[src/rtl/mem_refill_pkg.sv]
// mem_refill_pkg: shared types and address field positions for the cache refill path
package mem_refill_pkg;
   typedef enum logic [2:0] {IDLE, ISSUE, WAIT, WR, FIN} state_t;
   localparam int ADDR_W     = 12;
   localparam int WORD_W     = 32;
   localparam int LINE_WORDS = 4;
   localparam int LINE_W     = LINE_WORDS * WORD_W;
   localparam int TAG_HI     = 11;
   localparam int TAG_LO     = 7;
   localparam int IDX_HI     = 6;
   localparam int IDX_LO     = 4;
   localparam int OFF_HI     = 3;
   localparam int OFF_LO     = 2;
endpackage

[src/rtl/mem_refill_if.sv]
// mem_refill_if: request/response and memory bus of the refill engine
interface mem_refill_if;
   import mem_refill_pkg::*;
   logic              REQ;
   logic              REQ_WEN;
   logic [ADDR_W-1:0] REQ_ADDR;
   logic [3:0]        REQ_BE;
   logic [WORD_W-1:0] REQ_DI;
   logic              BUSY;
   logic              DONE;
   logic [LINE_W-1:0] LINE;
   logic              MEM_CSN;
   logic              MEM_WEN;
   logic [ADDR_W-1:0] MEM_ADDR;
   logic [3:0]        MEM_BE;
   logic [WORD_W-1:0] MEM_DO;
   logic [WORD_W-1:0] MEM_DI;
   modport slave (
      input  REQ, REQ_WEN, REQ_ADDR, REQ_BE, REQ_DI, MEM_DI,
      output BUSY, DONE, LINE, MEM_CSN, MEM_WEN, MEM_ADDR, MEM_BE, MEM_DO
   );
   modport master (
      output REQ, REQ_WEN, REQ_ADDR, REQ_BE, REQ_DI, MEM_DI,
      input  BUSY, DONE, LINE, MEM_CSN, MEM_WEN, MEM_ADDR, MEM_BE, MEM_DO
   );
endinterface

[src/rtl/mem_refill_wait_cnt.sv]
// refill_wait_cnt: 4-bit loadable down-counter flagging the final wait cycle
module refill_wait_cnt (
   input  logic       CLK,
   input  logic       RSTN,
   input  logic       load,
   input  logic       en,
   input  logic [3:0] din,
   output logic       last
);
   logic [3:0] cnt;
   always_ff @(posedge CLK or negedge RSTN)
      if (!RSTN) cnt <= '0;
      else if (load) cnt <= din;
      else if (en && cnt != 4'd0) cnt <= cnt - 4'd1;
   assign last = cnt == 4'd1;
endmodule

[src/rtl/mem_refill.sv]
// mem_refill: line refill and byte-enabled write-through engine behind the direct-mapped cache
// REFILL_CRITICAL_WORD_FIRST_EN: fetch the requested word first, then wrap
module mem_refill import mem_refill_pkg::*; #(
   parameter int MEM_LAT = 1
) (
   input logic         CLK,
   input logic         RSTN,
   mem_refill_if.slave bus
);
   state_t            state, nstate;
   logic [ADDR_W-1:2] adr;
   logic [1:0]        word, ncap, start;
   logic [3:0]        be;
   logic [WORD_W-1:0] di;
   logic [LINE_W-1:0] line;
   logic              load, last;

`ifdef REFILL_CRITICAL_WORD_FIRST_EN
   assign start = bus.REQ_ADDR[OFF_HI:OFF_LO];
`else
   assign start = 2'd0;
`endif

   refill_wait_cnt u_cnt (
      .CLK(CLK), .RSTN(RSTN), .load(load), .en(state == WAIT),
      .din(4'(MEM_LAT)), .last(last)
   );

   always_ff @(posedge CLK or negedge RSTN)
      if (!RSTN) begin
         state <= IDLE;
         adr   <= '0;
         word  <= '0;
         ncap  <= '0;
         be    <= '0;
         di    <= '0;
         line  <= '0;
      end else begin
         state <= nstate;
         if (state == IDLE && bus.REQ) begin
            adr  <= bus.REQ_ADDR[ADDR_W-1:2];
            word <= start;
            ncap <= '0;
            if (!bus.REQ_WEN) begin
               be <= bus.REQ_BE;
               di <= bus.REQ_DI;
            end
         end
         if (state == WAIT && last) begin
            line[{word, 5'b0} +: WORD_W] <= bus.MEM_DI;
            word <= word + 2'd1;
            ncap <= ncap + 2'd1;
         end
      end

   always_comb begin
      load   = state == ISSUE;
      nstate = state == IDLE  ? (bus.REQ ? (bus.REQ_WEN ? ISSUE : WR) : IDLE) :
               state == ISSUE ? WAIT :
               state == WAIT  ? (last ? (ncap == 2'(LINE_WORDS - 1) ? FIN : ISSUE) : WAIT) :
               state == WR    ? FIN : IDLE;
   end

   // memory side decoded purely from registers so it is stable for the whole cycle
   assign bus.BUSY     = state != IDLE;
   assign bus.DONE     = state == FIN;
   assign bus.LINE     = line;
   assign bus.MEM_CSN  = !(state == ISSUE || state == WR);
   assign bus.MEM_WEN  = state != WR;
   assign bus.MEM_ADDR = state == ISSUE ? {adr[TAG_HI:TAG_LO], adr[IDX_HI:IDX_LO], word, 2'b00} :
                         state == WR    ? {adr, 2'b00} : '0;
   assign bus.MEM_BE   = state == WR ? be : '0;
   assign bus.MEM_DO   = state == WR ? di : '0;
endmodule

[src/flat_wrapper.sv]
// flat-port wrapper written by rule: the top's interface ports become plain ports
module mem_refill_flat import mem_refill_pkg::*;
#(
   parameter int MEM_LAT = 1
)
  (CLK, RSTN, bus_REQ, bus_REQ_WEN, bus_REQ_ADDR, bus_REQ_BE, bus_REQ_DI, bus_MEM_DI, bus_BUSY, bus_DONE, bus_LINE, bus_MEM_CSN, bus_MEM_WEN, bus_MEM_ADDR, bus_MEM_BE, bus_MEM_DO);
  mem_refill_if bus_i ();
  input logic CLK;
  input logic RSTN;
  input wire logic [$bits(bus_i.REQ)-1:0] bus_REQ;
  input wire logic [$bits(bus_i.REQ_WEN)-1:0] bus_REQ_WEN;
  input wire logic [$bits(bus_i.REQ_ADDR)-1:0] bus_REQ_ADDR;
  input wire logic [$bits(bus_i.REQ_BE)-1:0] bus_REQ_BE;
  input wire logic [$bits(bus_i.REQ_DI)-1:0] bus_REQ_DI;
  input wire logic [$bits(bus_i.MEM_DI)-1:0] bus_MEM_DI;
  output wire logic [$bits(bus_i.BUSY)-1:0] bus_BUSY;
  output wire logic [$bits(bus_i.DONE)-1:0] bus_DONE;
  output wire logic [$bits(bus_i.LINE)-1:0] bus_LINE;
  output wire logic [$bits(bus_i.MEM_CSN)-1:0] bus_MEM_CSN;
  output wire logic [$bits(bus_i.MEM_WEN)-1:0] bus_MEM_WEN;
  output wire logic [$bits(bus_i.MEM_ADDR)-1:0] bus_MEM_ADDR;
  output wire logic [$bits(bus_i.MEM_BE)-1:0] bus_MEM_BE;
  output wire logic [$bits(bus_i.MEM_DO)-1:0] bus_MEM_DO;
  assign bus_i.REQ = bus_REQ;
  assign bus_i.REQ_WEN = bus_REQ_WEN;
  assign bus_i.REQ_ADDR = bus_REQ_ADDR;
  assign bus_i.REQ_BE = bus_REQ_BE;
  assign bus_i.REQ_DI = bus_REQ_DI;
  assign bus_i.MEM_DI = bus_MEM_DI;
  assign bus_BUSY = bus_i.BUSY;
  assign bus_DONE = bus_i.DONE;
  assign bus_LINE = bus_i.LINE;
  assign bus_MEM_CSN = bus_i.MEM_CSN;
  assign bus_MEM_WEN = bus_i.MEM_WEN;
  assign bus_MEM_ADDR = bus_i.MEM_ADDR;
  assign bus_MEM_BE = bus_i.MEM_BE;
  assign bus_MEM_DO = bus_i.MEM_DO;
  mem_refill #(.MEM_LAT(MEM_LAT)) u_core (.CLK(CLK), .RSTN(RSTN), .bus(bus_i));
endmodule
[config.mk]
export PLATFORM = sky130hd
export DESIGN_NAME = mem_refill_flat
export DESIGN_NICKNAME = d
export VERILOG_FILES = /design/src/rtl/mem_refill_pkg.sv /design/src/rtl/mem_refill_if.sv /design/src/rtl/mem_refill_wait_cnt.sv /design/src/rtl/mem_refill.sv /design/src/flat_wrapper.sv
export SDC_FILE = /design/constraint.sdc
export NUM_CORES = 1
export LEC_CHECK = 0
export ABC_CLOCK_PERIOD_IN_PS = 4100
export CAP_MARGIN = 20
export CORE_MARGIN = 5
export CORE_UTILIZATION = 45
export CTS_CLUSTER_SIZE = 8
export DETAILED_ROUTE_END_ITERATION = 8
export PLACE_DENSITY = 0.83
export SYNTH_ARGS = -nofsm -noshare
export SYNTH_HDL_FRONTEND = slang
export SYNTH_SLANG_ARGS = --single-unit
[constraint.sdc]
create_clock -name CLK -period 4.1 [get_ports CLK]
set_clock_uncertainty 0.15 [all_clocks]
set_input_delay 0.82 -clock CLK [delete_from_list [all_inputs] [get_ports CLK]]
set_output_delay 0.82 -clock CLK [all_outputs]
set_load 0.01 [all_outputs]
# Word level (Yosys, flattened, before mapping)
# Index checks and enable logic that the tools add are counted.
# W data, S select, Z words.
# op_classes
n_eq_ne,7
addsub,4
reduce_logical,11
mux,18
n_bitwise,1
shifts,2
# ops
cell,count
$bwmux W128,1
$shift A32 B9 Y128 const A,1
$shiftx A32 B9 Y128,1
$mux W32,1
$mux W12,2
$mux W3,7
$mux W4,3
$neg A7 Y9,1
$mux W2,4
$eq A3 B2 Y1 const B,2
$add A2 B1 Y2 const B,2
$eq A4 B1 Y1 const B,1
$reduce_bool A2 Y1,2
$reduce_bool A4 Y1,1
$sub A4 B1 Y4 const B,1
$eq A3 B1 Y1 const B,1
$eq A3 B3 Y1 const B,1
$logic_and A1 B1 Y1,3
$logic_not A3 Y1,1
$ne A3 B2 Y1 const B,1
$reduce_bool A3 Y1,1
$eq A2 B2 Y1 const B,1
$reduce_and A2 Y1,1
$logic_not A1 Y1,1
other kinds (2),2
# word_totals
elab_cells,51
output_inout_bits,180
ff_bits,185
inputBits,84

# Longest topological paths before layout
# Gate-level depths: netlist of run 1.
# depth
ltp_word,6
ltp_mapped,9
depth_no_buf,5

# By module
# Synthesis of run 1 repeated with hierarchy kept, for this count alone.
# unflattened
cells_unflattened,793
area_unflattened_um2,8359.3
# modules_own_cells
module,seq_area_each_um2,area_per_inst_um2,n_inst,cells_each
mem_refill,4529.3,8076.5,1,764
refill_wait_cnt,100.1,282.8,1,29

# Worst setup path before layout of run 1
# Ideal clock, no wire load.
# synth_timing
path_type,register to output
start,register u_core.state[1]
end,output port bus_MEM_DO[10]
path_stages_with_launch,5
setup_slack_ns,1.798
required_time_ns,3.130
arrival_ns,1.332
path_cell_list,dfrtp_1 > buf_2 > clkbuf_1 > clkbuf_1 > and3_1
# synth_between
elab_chain_len,2
# synth_lines
element,line,rtl
start: declaration,mem_refill.sv:10,"state_t state, nstate;"
start signal: assignment,mem_refill.sv:39,state <= nstate;
$eq A3 B2 Y1,mem_refill.sv:73,assign bus.MEM_DO = state == WR ? di : '0;
$mux W32,mem_refill.sv:73,
end: declaration,flat_wrapper.sv:23,output wire logic [$bits(bus_i.MEM_DO)-1:0] bus_MEM_DO;
# No other way between the ends.

# Worst setup path after layout of run 1
# layout_timing
start,register u_core.state[0]
end,output port bus_MEM_ADDR[3]
# layout_between
elab_chain_len,3
elab_cells_between_ends,4
cone_classes,eq/ne (2); mux (2)
# layout_lines
element,line,rtl
$eq A3 B2 Y1,mem_refill.sv:71,"state == WR ? {adr, 2'b00} : '0;"
$mux W12,mem_refill.sv:71,
$mux W12 (*),mem_refill.sv:70,"assign bus.MEM_ADDR = state == ISSUE ? {adr[TAG_HI:TAG_LO], adr[IDX_HI:IDX_LO], word, 2'b00} :"
end: declaration,flat_wrapper.sv:21,output wire logic [$bits(bus_i.MEM_ADDR)-1:0] bus_MEM_ADDR;
# Mark *: on every way between the ends. The rest lies on a longest branch, timed or not.

==> results of run 1 <==
## cell type report
class	instances	area, sq um
Fill cell	1457	6850
Sequential cell	185	4630
Multi-Input combinational cell	415	3240
Timing Repair Buffer	269	2690
Inverter	137	514
Clock buffer	17	425
Tap cell	260	325
Clock inverter	15	156
## cells in the mapped netlist, drive strengths merged (2+ instances only)
master	n	area (sq um)
a21oi	4	20.0
and2	9	56.3
and3	36	225
buf	26	225
clkbuf	23	87.6
dfrtp	185	4630
ha	8	100
inv	137	514
mux2	46	552
mux2i	135	1350
nand2	136	510
nand3	2	15.0
nand4	4	85.1
nor2	4	17.5
nor2b	2	12.5
nor3b	3	33.8
nor4b	4	47.6
nor4bb	2	20.0
o21ai	3	15.0
or3	2	12.5
## state kept, by name (all words and copies together) (netlist names)
name	count
u_core.ncap	2
u_core.adr	10
u_core.word	2
u_core.state	3
u_core.be	4
u_core.di	32
u_core.u_cnt.cnt	4
u_core.bus.LINE	128
## cell families (layout without fill, tap and decap cells)
group	after synthesis	in the layout	share of synthesized area (%)
compound gates	13	13	0.941
fa+ha+maj	8	8	1.16
buf+inv	186	438	9.57
flops	185	185	53.6
mux	181	181	22.0
other cells	1	2	0.0434
simple gates	211	211	12.7
## critical path, delay by kind of cell (launching register included)
kind	cells	cell delay (ps)
and+or+nand+nor	2	590
DFF	1	590
buffers and inverters	3	1040
## through the flow
| stage | utilization (%) | cell area [sq um] | worst slack (ps) | std cells | hold WS [ps] |
|---|---|---|---|---|---|
| floorplan | - | 8650 | 1800 | 786 | 302 |
| global placement | 60.5 | 11400 | 956 | 1265 | 320 |
| detailed placement | 60.5 | 11400 | 926 | 1265 | 337 |
| CTS | 63.6 | 12000 | 444 | 1297 | 356 |
| global route | 63.6 | 12000 | 255 | 1298 | 368 |
| finish | 63.6 | 12000 | 469 | 1298 | 328 |
## layer usage
metal | GRT usage, % | vias up
li1 | - | 2965
met1 | 27.8 | 3078
met2 | 35.0 | 238
met3 | 5.91 | 26
met4 | 5.50 | 0
met5 | 0 | -
## worst paths after layout
path,to,from,depth (start not counted),slack (ps)
max,bus_MEM_ADDR[3],u_core.state[0],5,470
min,u_core.bus.LINE[25],RSTN,1,330
max reg2reg,u_core.bus.LINE[7],u_core.word[0],4,1320
min reg2reg,u_core.di[18],u_core.di[18],1,350
max in group asynchronous,u_core.bus.LINE[50],RSTN,2,2520
min in group CLK,u_core.di[18],u_core.di[18],1,350
## power by group
group	internal, W	leakage [nW]	switching (W)
Clock	0.000815	0.283	0.000805
Combinational	0.00127	3.16	0.00122
Sequential	0.00226	2.46	0.000317
==> flow_summary.json, run 1 <==
{
  "run_status": "finished clean",
  "drive_above_1_share_pct": 10.1,
  "root_buffer": "sky130_fd_sc_hd__clkbuf_16",
  "fin_crit_ps": 3630,
  "track_usage_pct": 21.2,
  "crit_path_cell_trace": "nor2b_2, buf_4, inv_1, nor2_1, clkdlybuf4s50_1",
  "met2_wirelength_um": 10900,
  "timing.slew.headroom_pct": 34.6,
  "synth.distinct_cells": 42,
  "routedLengthMet1_um": 9970,
  "finish.net_count": 1117,
  "io_pins": 264,
  "routed_wirelength_um": 23000,
  "grt_antenna_before_repair": 0,
  "ys_async_sr_fraction_pct": 100,
  "pin_count_of_the_biggest_net_entering_global_routing": 111,
  "die-width_um": 149,
  "cts_hold_buf": 0,
  "most-common-layout-cells": "sky130_fd_sc_hd__clkdlybuf4s50_1 (258), sky130_fd_sc_hd__dfrtp_1 (185), sky130_fd_sc_hd__inv_1 (137)",
  "worst_ep_arrival_time_ps": 2660,
  "vdd_ir_drop_max_uv": 322,
  "total_power_w": 0.00668,
  "clkSlewWorstSetupHoldPaths_ps": 70,
  "required_ps": 3130,
  "number_of_endpoints_with_negative_hold_slack_in_the_final_report": 0,
  "critical_path.slowest_cell": "sky130_fd_sc_hd__dfrtp_1",
  "path_max_fanout": 35,
  "overflow": 0,
  "leakage_nw": 5.90,
  "numClockSinks": 185,
  "first_global_vias": 6652,
  "timing.critical_path.slowest_cell_delay_ps": 590,
  "yosys_register_bits": 185,
  "synth.yosys.seq_area_share_pct": 53.6,
  "cts_tree": "built",
  "count_of_input_and_output_buffers": 259,
  "post_cts.resized_instances": 0,
  "htreeDepth": 4,
  "global_route_wire_length_before_repair_um": 37000,
  "synthesis.area_sq_mm": 0.00864,
  "cts_post_setup_buffers_inserted": 0,
  "hold_path_class": "input pin to async pin",
  "cp-start-kind": "flip-flop",
  "synth-edff-count": 0,
  "num_antenna_cells": 0,
  "setup_viol": 0,
  "layout-area-overhead-vs-synth_pct": 38.7,
  "cts_buffers": 17,
  "clock_tree.buffer_depth": 2,
  "timing_worst_setup_path_type": "flip-flop to output pin",
  "post-route-drc-count": 0,
  "fp.coreArea_sq_mm": 0.0188,
  "final-max-slew-violation-count": 0,
  "max_clk_rate_mhz": 275,
  "final_common_cell": "sky130_fd_sc_hd__clkdlybuf4s50_1",
  "p_per_area_mw_per_mm2": 558,
  "topRoutingLayerUsed": "met4",
  "maxCapViolations": 0,
  "avgRoutedWirePerCell_um": 17.7,
  "detailed_place_hpwl_um": 15900,
  "rows": 50,
  "routed_via_density": 4.86,
  "initialDrtViolationCount": 241,
  "ys_dominant_reg_cell": "sky130_fd_sc_hd__dfrtp_1",
  "initial_core_util_pct": 45.9,
  "die_y_um": 149,
  "place.gp.congestion": 0.792,
  "final_sum_of_negative_setup_slack_ps": 0,
  "drt-pass1-iter-count": 5,
  "met3WireLength_um": 1850,
  "setup_repair_after_global_routing_missed_its_margin": "no",
  "floorplan.die_area_sq_mm": 0.0221,
  "postSynthAreaPerCell_sq_um": 11.0,
  "post_synth_inst_count": 785,
  "fin_crit_sh_pct": 88.5,
  "yosys_warnings": 0,
  "vias": 6307,
  "cp-end-kind": "output pin",
  "worst_pin_slew_ps": 979,
  "worst_skew_pair.late_latency_ps": 430,
  "final_antenna_net_count": 0
}
(Power assumes the default switching activity.)
==> run 2, diff against run 1 <==
CELL_PAD_IN_SITES_DETAIL_PLACEMENT = 1   (was unset)
CELL_PAD_IN_SITES_GLOBAL_PLACEMENT = 1   (was unset)
CORE_UTILIZATION = 39   (was 45)
PLACE_DENSITY = 0.92   (was 0.83)
==> run 2 against run 1 <==
  * Core utilization shrank 8.3 points
  * Count of clock-buffer cells in the layout is the same
  * Critical path depth is the same
  * Sequential power is essentially flat
  * Worst hold slack lost 20 ps
  * Die area grew 14%
  * Fmax grew 5.9%
  * Cell count grew 1.8%
  * Largest power group unchanged
==> flow_summary.json, run 2 (synthesized netlist as in run 1, its figures left out) <==
{
  "drt-pass1-iter-count": 5,
  "io_pins": 264,
  "track_usage_pct": 21.0,
  "cp-end-kind": "output pin",
  "cts_hold_buf": 0,
  "required_ps": 3130,
  "post_cts.resized_instances": 0,
  "setup_repair_after_global_routing_missed_its_margin": "no",
  "place.gp.congestion": 0.753,
  "root_buffer": "sky130_fd_sc_hd__clkbuf_16",
  "cts_buffers": 17,
  "avgRoutedWirePerCell_um": 20.1,
  "first_global_vias": 7535,
  "hold_path_class": "input pin to async pin",
  "timing.critical_path.buf_inv": 3,
  "critical-path-top-delay-family": "buffers and inverters",
  "final_cells": 1322,
  "run_status": "finished clean",
  "timing.critical_path.slowest_cell_delay_ps": 610,
  "die_y_um": 159,
  "finish.net_count": 1121,
  "detailed_place_hpwl_um": 19200,
  "fin_crit_ps": 3430,
  "critical_path.slowest_cell": "sky130_fd_sc_hd__dfrtp_1",
  "timing_worst_setup_path_type": "flip-flop to output pin",
  "layout-area-overhead-vs-synth_pct": 39.8,
  "largest_register_ff_count": 128,
  "area_after_detailed_placement_sq_mm": 0.0115,
  "path_max_fanout": 46,
  "routed_via_density": 4.95,
  "cp-start-kind": "flip-flop",
  "cts_tree": "built",
  "die-width_um": 159,
  "num_antenna_cells": 0,
  "drive_above_1_share_pct": 10.5,
  "timing.slew.headroom_pct": 37.3,
  "final_sum_of_negative_setup_slack_ps": 0,
  "fp.coreArea_sq_mm": 0.0218,
  "final_common_cell": "sky130_fd_sc_hd__clkdlybuf4s50_1",
  "cts_post_setup_buffers_inserted": 0,
  "initialDrtViolationCount": 316,
  "htreeDepth": 4,
  "hold-worst-slack_ps": 308,
  "count_of_input_and_output_buffers": 259,
  "global_route_wire_length_before_repair_um": 42700,
  "fin_crit_sh_pct": 83.6,
  "clkSlewWorstSetupHoldPaths_ps": 80,
  "numClockSinks": 185,
  "worst_pin_slew_ps": 937,
  "filler_instances": 2347,
  "place.detailed.instances": 1290,
  "leakage_nw": 5.93,
  "floorplan.die_area_sq_mm": 0.0252,
  "pin_count_of_the_biggest_net_entering_global_routing": 94,
  "final_antenna_net_count": 0,
  "maxCapViolations": 0,
  "max_clk_rate_mhz": 292,
  "setup_viol": 0,
  "initial_core_util_pct": 39.6,
  "vdd_ir_drop_max_uv": 282,
  "number_of_endpoints_with_negative_hold_slack_in_the_final_report": 0,
  "worst_skew_pair.late_latency_ps": 430,
  "most-common-layout-cells": "sky130_fd_sc_hd__clkdlybuf4s50_1 (258), sky130_fd_sc_hd__dfrtp_1 (185), sky130_fd_sc_hd__inv_1 (137)",
  "clock_tree.buffer_depth": 2,
  "post-route-cell-area_sq_mm": 0.0121,
  "post-route-drc-count": 0,
  "total_power_w": 0.00684,
  "worst_ep_arrival_time_ps": 2460,
  "grt_antenna_before_repair": 0,
  "rows": 54,
  "vias": 6542,
  "crit_path_cell_trace": "nor2b_2, buf_4, inv_1, nor2_1, clkdlybuf4s50_1",
  "final-max-slew-violation-count": 0,
  "p_per_area_mw_per_mm2": 566,
  "overflow": 0,
  "routed_wirelength_um": 26600
}
## run 2: cell count changes in the layout (fill, tap and decap cells not counted), sizes merged
| cell | change |
|---|---|
| inv | -1 |
| clkinv | +1 |
| buf | +4 |
## run 2: report_power, final
part / switching, W / internal, W / total [W]
logic: 0.00128 / 0.00130 / 0.00258
clock network: 0.000845 / 0.000826 / 0.00167
registers: 0.000330 / 0.00226 / 0.00259
total: 0.00246 / 0.00438 / 0.00684
## run 2: worst paths after layout
check                                start                   end  slack [ps]  cells past startpoint
setup / recovery           u_core.state[0]       bus_MEM_ADDR[3]         670                      5
hold / removal                        RSTN        u_core.adr[11]         310                      1
setup reg to reg            u_core.word[0]   u_core.bus.LINE[95]        1130                      6
hold reg to reg             u_core.ncap[0]        u_core.ncap[0]         350                      1
max in group asynchronous             RSTN  u_core.bus.LINE[100]        2450                      2
min in group CLK            u_core.ncap[0]        u_core.ncap[0]         350                      1
## run 2: final cells by class
type                       count  area (sq um)  share of cell area (%)
clock buffer                  17           425                    3.52
clock inverter                15           173                    1.43
inverter                     137           514                    4.26
multi-input combinational    415          3240                    26.9
sequential                   185          4630                    38.3
tap                          280           350                    2.90
timing repair buffer         273          2750                    22.7
## run 2: per-stage QoR
step / worst slack (ps) / util (%)
finish: 671 / 55.4
global route: 482 / 55.4
floorplan: 1800 / -
global placement: 1050 / 52.5
CTS: 663 / 55.4
detailed placement: 1130 / 52.6
## run 2: worst reg2reg max path: cells and delay by family, from the launching register on
family,cells,cell delay [ps]
adders and majority gates,1,540
buffers and inverters,2,450
DFF,1,660
muxes,1,150
and+or+nand+nor,2,930
## run 2: routing by layer
layer | up-vias | wire, um | track usage [%]
met2 | 220 | 13700 | 37.6
met1 | 3322 | 10600 | 24.3
met3 | 30 | 1840 | 6.79
li1 | 2970 | - | -
met4 | 0 | 476 | 5.39
met5 | - | 0 | 0
==> run 3, diff against run 2 <==
ABC_CLOCK_PERIOD_IN_PS = 3400   (was 4100)
CORE_UTILIZATION = 36   (was 39)
PLACE_DENSITY = 0.86   (was 0.92)
clock period = 3.4 ns   (was 4.1 ns; I/O delays follow)
==> run 3 against run 2 <==
  * Via count shrank 0.60%
  * Sequential share of layout area decreased by 0.12 points
  * Non-clock buffer count up 7
  * Worst setup slack worse by 240 ps
  * Global-route usage shrank 0.89 points
  * Largest cell class unchanged
  * Die area grew 7.8%
  * Critical path depth unchanged
==> flow_summary.json, run 3 (synthesized netlist as in run 1, its figures left out) <==
{
  "final_cells": 1368,
  "overflow": 0,
  "initialDrtViolationCount": 320,
  "floorplan.die_area_sq_mm": 0.0272,
  "timing_worst_setup_path_type": "flip-flop to output pin",
  "cts_post_setup_buffers_inserted": 0,
  "count_of_input_and_output_buffers": 259,
  "fin_crit_ps": 2970,
  "cts_buffers": 17,
  "final-max-slew-violation-count": 0,
  "place.gp.congestion": 0.772,
  "leakage_nw": 5.94,
  "cts_tree": "built",
  "routed_wirelength_um": 27100,
  "run_status": "finished clean",
  "timing.slew.headroom_pct": 52.7,
  "maxCapViolations": 0,
  "multi_input_comb_area_sq_mm": 0.00324,
  "fp.coreArea_sq_mm": 0.0235,
  "drt-pass1-iter-count": 4,
  "vdd_ir_drop_max_uv": 333,
  "grt_antenna_before_repair": 0,
  "cp-start-kind": "flip-flop",
  "die_y_um": 165,
  "timing.critical_path.slowest_cell_delay_ps": 550,
  "routed_via_density": 4.75,
  "layout-area-overhead-vs-synth_pct": 40.3,
  "final_antenna_net_count": 0,
  "critical-path-top-delay-family": "buffers and inverters",
  "setup_viol": 0,
  "initial_core_util_pct": 36.7,
  "worst_ep_arrival_time_ps": 2140,
  "pin_count_of_the_biggest_net_entering_global_routing": 82,
  "clock_tree.buffer_depth": 2,
  "clkSlewWorstSetupHoldPaths_ps": 80,
  "post-route-drc-count": 0,
  "detailed_place_hpwl_um": 19400,
  "io_pins": 264,
  "path_max_fanout": 21,
  "first_global_vias": 7503,
  "global_route_wire_length_before_repair_um": 42400,
  "place.detailed.instances": 1336,
  "htreeDepth": 4,
  "seqCellArea_sq_mm": 0.00463,
  "final_common_cell": "sky130_fd_sc_hd__clkdlybuf4s50_1",
  "track_usage_pct": 20.1,
  "die-width_um": 165,
  "avgRoutedWirePerCell_um": 19.8,
  "final_sum_of_negative_setup_slack_ps": 0,
  "most-common-layout-cells": "sky130_fd_sc_hd__clkdlybuf4s50_1 (258), sky130_fd_sc_hd__dfrtp_1 (185), sky130_fd_sc_hd__inv_1 (137)",
  "max_clk_rate_mhz": 337,
  "vias": 6503,
  "root_buffer": "sky130_fd_sc_hd__clkbuf_16",
  "required_ps": 2570,
  "num_antenna_cells": 0,
  "post_cts.resized_instances": 0,
  "crit_path_cell_trace": "nor2b_2, buf_4, inv_1, nor2_1, clkdlybuf4s50_1",
  "worst_pin_slew_ps": 710,
  "drive_above_1_share_pct": 11.1,
  "filler_instances": 2553,
  "p_per_area_mw_per_mm2": 674,
  "fin_crit_sh_pct": 87.2,
  "cts_hold_buf": 0,
  "largest_register_ff_count": 128,
  "numClockSinks": 185,
  "timing.critical_path.buf_inv": 3,
  "worst_skew_pair.late_latency_ps": 420,
  "hold_path_class": "input pin to async pin",
  "finish.net_count": 1128,
  "number_of_endpoints_with_negative_hold_slack_in_the_final_report": 0,
  "rows": 56,
  "critical_path.slowest_cell": "sky130_fd_sc_hd__clkdlybuf4s50_1",
  "cp-end-kind": "output pin",
  "setup_repair_after_global_routing_missed_its_margin": "no"
}
==> run 3: worst paths after layout <==
check                                 from                   end  slack [ps]  cells past startpoint
setup reg to reg            u_core.word[0]   u_core.bus.LINE[79]         770                      6
max in group asynchronous             RSTN  u_core.bus.LINE[126]        2130                      2
setup / recovery           u_core.state[2]       bus_MEM_ADDR[2]         430                      5
hold / removal                        RSTN         u_core.adr[6]         120                      1
hold reg to reg             u_core.ncap[0]        u_core.ncap[0]         340                      1
min in group CLK            u_core.ncap[0]        u_core.ncap[0]         340                      1
==> run 3: cell type report <==
| type | instances | share of cell area, % |
|---|---|---|
| Clock buffer | 17 | 3.51 |
| Sequential cell | 185 | 38.2 |
| Inverter | 137 | 4.24 |
| Timing Repair Buffer | 280 | 22.9 |
| Multi-Input combinational cell | 415 | 26.8 |
| Tap cell | 319 | 3.29 |
| Clock inverter | 15 | 1.07 |
==> run 3: layer usage <==
metal	up-vias	part of all wire, %	GRT usage, %
li1	2978	-	-
met1	3314	41	24.1
met2	193	51	36.4
met3	18	6.8	5.52
met4	0	0.91	4.01
met5	-	0	0
==> run 3: where the power goes <==
group          total (W)  switching (W)  internal, W
sequential       0.00308       0.000355      0.00272
clock            0.00195       0.000984     0.000968
combinational    0.00314        0.00158      0.00157
==> run 3: worst reg2reg max path: cells and delay by family (launching register included) <==
kind          cells  cell delay [ps]
fa+ha+maj         1              540
flops             1              660
mux               1              180
buf+inv           2              610
simple gates      2              410
==> run 3: metrics by stage <==
step / utilization [%] / total power, W / hold slack (ps) / setup slack, ps / area, sq um
floorplan: - / 0.00480 / 234 / 1240 / 8650
global placement: 49.1 / 0.00614 / 324 / 816 / 11600
detailed placement: 49.1 / 0.00630 / 331 / 764 / 11600
CTS: 51.5 / 0.00828 / 139 / 382 / 12100
global route: 51.5 / 0.00868 / 149 / 265 / 12100
finish: 51.5 / 0.00817 / 121 / 434 / 12100
